## config.mk

```make
export PLATFORM = sky130hd
export DESIGN_NAME = user_output_leds_flat
export DESIGN_NICKNAME = d
export VERILOG_FILES = /design/src/rtl/user_output_leds_if.sv /design/src/rtl/user_output_leds.sv /design/src/flat_wrapper.sv
export SDC_FILE = /design/constraint.sdc
export NUM_CORES = 1
export LEC_CHECK = 0
export CAP_MARGIN = 40
export CORE_MARGIN = 10
export CORE_UTILIZATION = 50
export DETAILED_ROUTE_END_ITERATION = 8
export PLACE_DENSITY = 0.78
export SLEW_MARGIN = 25
export SYNTH_ARGS = -nofsm -noshare
export SYNTH_HDL_FRONTEND = slang
export SYNTH_SLANG_ARGS = --single-unit
export TNS_END_PERCENT = 10
```

## constraint.sdc

```tcl
create_clock -name clk -period 2.9 [get_ports clk]
set_input_delay 0.58 -clock clk [delete_from_list [all_inputs] [get_ports clk]]
set_output_delay 0.58 -clock clk [all_outputs]
set_load 0.02 [all_outputs]
```

## src/rtl/user_output_leds_if.sv

```systemverilog
// Avalon-MM bus bundle for the user_output_leds peripheral.
//   avs_address        word address (3 bits)
//   avs_read           single-cycle read strobe
//   avs_write          single-cycle write strobe
//   avs_writedata      32-bit write data
//   avs_readdata       32-bit read data, valid with avs_readdatavalid
//   avs_readdatavalid  one-cycle pulse, fixed read latency 1
// master: the HPS lightweight bridge side; slave: the LED peripheral.
interface user_output_leds_if;
  logic [2:0]  avs_address;
  logic        avs_read;
  logic        avs_write;
  logic [31:0] avs_writedata;
  logic [31:0] avs_readdata;
  logic        avs_readdatavalid;

  modport master (
    output avs_address, avs_read, avs_write, avs_writedata,
    input  avs_readdata, avs_readdatavalid
  );

  modport slave (
    input  avs_address, avs_read, avs_write, avs_writedata,
    output avs_readdata, avs_readdatavalid
  );
endinterface

```

## src/rtl/user_output_leds.sv

```systemverilog
// HPS-writable LED driver: per LED static level, blinking and timed one-shot
// pulses, all timed from a millisecond prescaler.
//   clk    system clock (CLOCK_50 domain)
//   reset  synchronous, active-high
//   avs    Avalon-MM slave (user_output_leds_if.slave), no waitrequest
//   leds   registered LED drive, 1 = on
// Register map (word address):
//   0 OUT   R/W static level        1 BMASK R/W blinking LEDs
//   2 BHALF R/W blink half-period ms (0 = off)
//   3 PULSE W: [N-1:0] mask, [31:16] duration ms; R: active mask, ms left
//   4 ID    RO 0x4C45_0000 | NUM_LEDS; 5-7 read 0
module user_output_leds #(
  parameter int NUM_LEDS = 4,
  parameter int PRESCALE = 50000
) (
  input  logic                clk,
  input  logic                reset,
  user_output_leds_if.slave   avs,
  output logic [NUM_LEDS-1:0] leds
);

  localparam int PW = (PRESCALE > 1) ? $clog2(PRESCALE) : 1;
  localparam logic [PW-1:0] PCNT_MAX = PW'(PRESCALE - 1);
  localparam logic [31:0]   ID_WORD  = 32'h4C45_0000 | 32'(NUM_LEDS);

  logic [NUM_LEDS-1:0] out_r;
  logic [NUM_LEDS-1:0] bmask_r;
  logic [15:0]         bhalf_r;
  logic [15:0]         bcnt_r;
  logic                phase_r;
  logic [NUM_LEDS-1:0] pmask_r;
  logic [15:0]         prem_r;
  logic [PW-1:0]       pcnt_r;
  logic                tick;
  logic [31:0]         rd_mux;
  logic                wr_out, wr_bmask, wr_bhalf, wr_pulse;
  logic [15:0]         wr_dur;

  assign tick     = (pcnt_r == PCNT_MAX);
  assign wr_out   = avs.avs_write && (avs.avs_address == 3'd0);
  assign wr_bmask = avs.avs_write && (avs.avs_address == 3'd1);
  assign wr_bhalf = avs.avs_write && (avs.avs_address == 3'd2);
  assign wr_pulse = avs.avs_write && (avs.avs_address == 3'd3);
  assign wr_dur   = avs.avs_writedata[31:16];

  // Read mux sees register state before any same-cycle write.
  always_comb begin
    rd_mux = '0;
    case (avs.avs_address)
      3'd0:    rd_mux = 32'(out_r);
      3'd1:    rd_mux = 32'(bmask_r);
      3'd2:    rd_mux = {16'd0, bhalf_r};
      3'd3:    rd_mux = {prem_r, 16'(pmask_r)};
      3'd4:    rd_mux = ID_WORD;
      default: rd_mux = '0;
    endcase
  end

  // Free-running ms prescaler; writes never disturb it.
  always_ff @(posedge clk) begin
    if (reset) pcnt_r <= '0;
    else       pcnt_r <= tick ? '0 : pcnt_r + 1'b1;
  end

  // Static level and blink mask registers.
  always_ff @(posedge clk) begin
    if (reset) begin
      out_r   <= '0;
      bmask_r <= '0;
    end else begin
      if (wr_out)   out_r   <= avs.avs_writedata[NUM_LEDS-1:0];
      if (wr_bmask) bmask_r <= avs.avs_writedata[NUM_LEDS-1:0];
    end
  end

  // Blink engine: a BHALF write restarts the half-period from phase 0.
  always_ff @(posedge clk) begin
    if (reset) begin
      bhalf_r <= '0;
      bcnt_r  <= '0;
      phase_r <= 1'b0;
    end else if (wr_bhalf) begin
      bhalf_r <= avs.avs_writedata[15:0];
      bcnt_r  <= '0;
      phase_r <= 1'b0;
    end else if (tick && (bhalf_r != 16'd0)) begin
      if (bcnt_r == bhalf_r - 16'd1) begin
        bcnt_r  <= '0;
        phase_r <= ~phase_r;
      end else begin
        bcnt_r <= bcnt_r + 16'd1;
      end
    end
  end

  // Pulse engine: a write always overrides the tick in the same cycle.
  always_ff @(posedge clk) begin
    if (reset) begin
      pmask_r <= '0;
      prem_r  <= '0;
    end else if (wr_pulse) begin
      if (wr_dur != 16'd0) begin
        pmask_r <= avs.avs_writedata[NUM_LEDS-1:0];
        prem_r  <= wr_dur;
      end else begin
        pmask_r <= '0;
        prem_r  <= '0;
      end
    end else if (tick && (prem_r != 16'd0)) begin
      prem_r <= prem_r - 16'd1;
      if (prem_r == 16'd1) pmask_r <= '0;
    end
  end

  // Output stage: LED drive and read response, both one edge after state.
  always_ff @(posedge clk) begin
    if (reset) begin
      leds                  <= '0;
      avs.avs_readdata      <= '0;
      avs.avs_readdatavalid <= 1'b0;
    end else begin
      leds                  <= (out_r ^ (bmask_r & {NUM_LEDS{phase_r}})) | pmask_r;
      avs.avs_readdatavalid <= avs.avs_read;
      if (avs.avs_read) avs.avs_readdata <= rd_mux;
    end
  end

endmodule

```

## src/flat_wrapper.sv

```systemverilog
// flat-port wrapper written by rule: the top's interface ports become plain ports
module user_output_leds_flat 
#(
  parameter int NUM_LEDS = 4,
  parameter int PRESCALE = 50000
)
  (clk, reset, leds, avs_avs_address, avs_avs_read, avs_avs_write, avs_avs_writedata, avs_avs_readdata, avs_avs_readdatavalid);
  user_output_leds_if avs_i ();
  input  logic clk;
  input  logic reset;
  output logic [NUM_LEDS-1:0] leds;
  input wire logic [$bits(avs_i.avs_address)-1:0] avs_avs_address;
  input wire logic [$bits(avs_i.avs_read)-1:0] avs_avs_read;
  input wire logic [$bits(avs_i.avs_write)-1:0] avs_avs_write;
  input wire logic [$bits(avs_i.avs_writedata)-1:0] avs_avs_writedata;
  output wire logic [$bits(avs_i.avs_readdata)-1:0] avs_avs_readdata;
  output wire logic [$bits(avs_i.avs_readdatavalid)-1:0] avs_avs_readdatavalid;
  assign avs_i.avs_address = avs_avs_address;
  assign avs_i.avs_read = avs_avs_read;
  assign avs_i.avs_write = avs_avs_write;
  assign avs_i.avs_writedata = avs_avs_writedata;
  assign avs_avs_readdata = avs_i.avs_readdata;
  assign avs_avs_readdatavalid = avs_i.avs_readdatavalid;
  user_output_leds #(.NUM_LEDS(NUM_LEDS), .PRESCALE(PRESCALE)) u_core (.clk(clk), .reset(reset), .avs(avs_i), .leds(leds));
endmodule
```

==> impl_metrics.toml, run 1 <==
[clock_network]
clk_pin_slew_ns = 0.06
clockBufferDepth = 2
cts-resized-gates = 0
clock_sinks = 114
clkLatencyLatePin_ns = 0.52
cts_root_buffer = "clkbuf_8"
numCtsBuffers = 17
ctsHoldBuffers = 0
cts_tree = "built"
cts_setup_buffers = 0
ctsHtreeMaxLevel = 4

[worst_setup_path]
crit_arrival_ns = 3.18
critical_path.max_fanout = 6
critPathKind = "reg2reg"
critPathCaptureType = "flip-flop"
r2r_cells = 7
critPathLaunchType = "flip-flop"
cp.required_ns = 3.35

[worst_hold_path]
hp-class = "reg2reg"
hold_depth = 1

[synthesis]
synthDistinctLibCells = 60
netlist_instances = 662
async_flop_share = 0
yosysTopAreaCellShare = 0.418
ys_seq_area_frac = 0.418
synth_edf_count = 0
synth_area_leaders = "dfxtp_1 42%, nor2_1 7.3%, a21oi_1 5.3%"
synth_area_leader_cell = "dfxtp_1"
synthFlopType = "dfxtp_1"
yosysWarnings = 0
synth_fp_nets = 706
yosysMostFrequentCell = "dfxtp_1"
syn_area_per_cell_um2 = 8.25
synth_area_mm2 = 0.00546
synth_common_cells = "114 x dfxtp_1, 106 x nor2_1, 67 x nand2_1, 58 x a21oi_1, 36 x clkbuf_1"
synth_seq_cells = 114

[floorplanning]
rows = 38
fp.dieH_um = 125
ios = 76
fp.dieW_um = 125
initial_core_util = 0.508
dieArea_mm2 = 0.0155
core_area_mm2 = 0.0107

[timing]
fin_ws_ns = 0.166
tightestPinTransition_ns = 0.688
fin_hold_ws_ns = 0.465
rsz0062_at_grt = "false"
period_minus_slack_ns = 2.73
setup_viol = 0
final-hold-violation-count = 0
skew_ns = 0.00859
post-route-period-util = 0.943
maxSlewViolCount = 0
tns_ns = 0
relSlewSlack = 0.538
max_freq_mhz = 366

[drt]
ant_nets = 0
routed_via_density = 5.68
drtPass1Iterations = 6
drc = 0
vias = 5099
drt_iter0_drc = 415
detail_route.wl_per_cell_um = 16.4
drt-total-wl_mm = 14.7

[global_route]
first_global_vias = 4995
grt_first_pass_wirelength_mm = 24.3
grt_max_degree = 27
antenna_found_initial = 0
gr-usage-all-layers = 0.184
grt-ovfl-total = 0

[power_and_ir_drop]
p_leak_uw = 0.00251
max-vdd-ir-drop_mv = 0.342
power_uw = 4000
pwr_density_cell_mw_per_mm2 = 569

[cells_and_area]
area_growth_pct = 28.8
nets = 788
drive_above_1_share = 0.0991
diodes = 0

[status]
outcome = "finished, final reports clean"

[place]
pre_cts_slack_ns = 0.198
dp_hpwl_mm = 10.4
gp_congestion = 0.937
numPortBuffers = 75

[flow_run]
cap_violations = 0
## through the flow
step                      utilization  instance area (µm²)  std cells
after floorplan                     -                 5460        662
after global placement          0.600                 6450        865
after detailed placement        0.600                 6450        865
after CTS                       0.655                 7030        897
after global routing            0.655                 7030        897
final                           0.655                 7030        897
## path summary, 6_finish.rpt
path / from / end / slack, ns
worst max-delay path: u_core.bhalf_r[7]$_SDFFE_PP0P_ / u_core.phase_r$_SDFFE_PP0P_ / 0.17
worst min-delay path: u_core.pcnt_r[0]$_SDFF_PP0_ / u_core.pcnt_r[0]$_SDFF_PP0_ / 0.47
worst max register to register: u_core.bhalf_r[7]$_SDFFE_PP0P_ / u_core.phase_r$_SDFFE_PP0P_ / 0.17
worst min register to register: u_core.pcnt_r[0]$_SDFF_PP0_ / u_core.pcnt_r[0]$_SDFF_PP0_ / 0.47
## cells by family after synthesis
logic type      Yosys count  share of synthesized area
xor+xnor                 58                     0.0930
fa+ha+maj                 5                     0.0115
compound gates          114                      0.131
buf+inv                  47                     0.0339
flops                   114                      0.418
simple gates            311                      0.280
mux                      13                     0.0330
## routing by layer
| metal | global-route usage | vias to the layer above | part of all wire |
|---|---|---|---|
| met2 | 0.302 | 186 | 0.47 |
| met5 | 0 | - | 0 |
| met4 | 0.0699 | 0 | 0.022 |
| met1 | 0.221 | 2408 | 0.45 |
| li1 | - | 2466 | - |
| met3 | 0.0523 | 39 | 0.059 |
## report_power, final
group	internal, µW	total (µW)	leakage [µW]	switching [µW]
Clock	1250	2020	0.000270	765
Sequential	1600	1620	0.000922	25.9
Combinational	171	366	0.00132	195
## cells in the final DEF, fill, tap and decap left out, drive strengths merged, types with 18 or more instances in the layout
cell / Yosys / final
clkdlybuf4s50: 0 / 74
nor3: 21 / 21
clkbuf: 36 / 18
dfxtp: 114 / 114
nor2b: 20 / 20
nand3: 26 / 26
nor2: 106 / 106
nand2: 67 / 67
buf: 3 / 28
xnor2: 32 / 32
xor2: 26 / 26
a21oi: 58 / 58
## cell type report
class	instances	area, µm²
Sequential cell	114	2280
Clock buffer	18	428
Multi-Input combinational cell	501	3000
Fill cell	881	3710
Inverter	8	30.0
Clock inverter	14	159
Timing Repair Buffer	102	961
Tap cell	140	175
## critical path: stages (launching register included)
cell and delay, ns:
dfxtp_1 0.36, or4_4 0.58, or4_1 0.49, o22ai_1 0.17, a32oi_1 0.08, or4_4 0.54
or3_1 0.32, a21boi_1 0.13
## state kept, by name (all words and copies together) (netlist names)
name,flops
u_core.avs.avs_readdata,32
u_core.bcnt_r,16
u_core.bhalf_r,16
u_core.pcnt_r,16
u_core.prem_r,16
u_core.bmask_r,4
u_core.leds,4
u_core.out_r,4
u_core.pmask_r,4
u_core.avs.avs_readdatavalid,1
u_core.phase_r,1
(Power assumes the default switching activity.)
==> run 2, diff against run 1 <==
--- a/config.mk
+++ b/config.mk
@@ -9,6 +9,7 @@
 export CORE_MARGIN = 10
 export CORE_UTILIZATION = 50
 export DETAILED_ROUTE_END_ITERATION = 8
+export HOLD_SLACK_MARGIN = 0.15
 export PLACE_DENSITY = 0.78
 export SLEW_MARGIN = 25
 export SYNTH_ARGS = -nofsm -noshare
==> results of run 2 <==
Same layout as run 1: the final DEF is identical, and so are final timing and power.
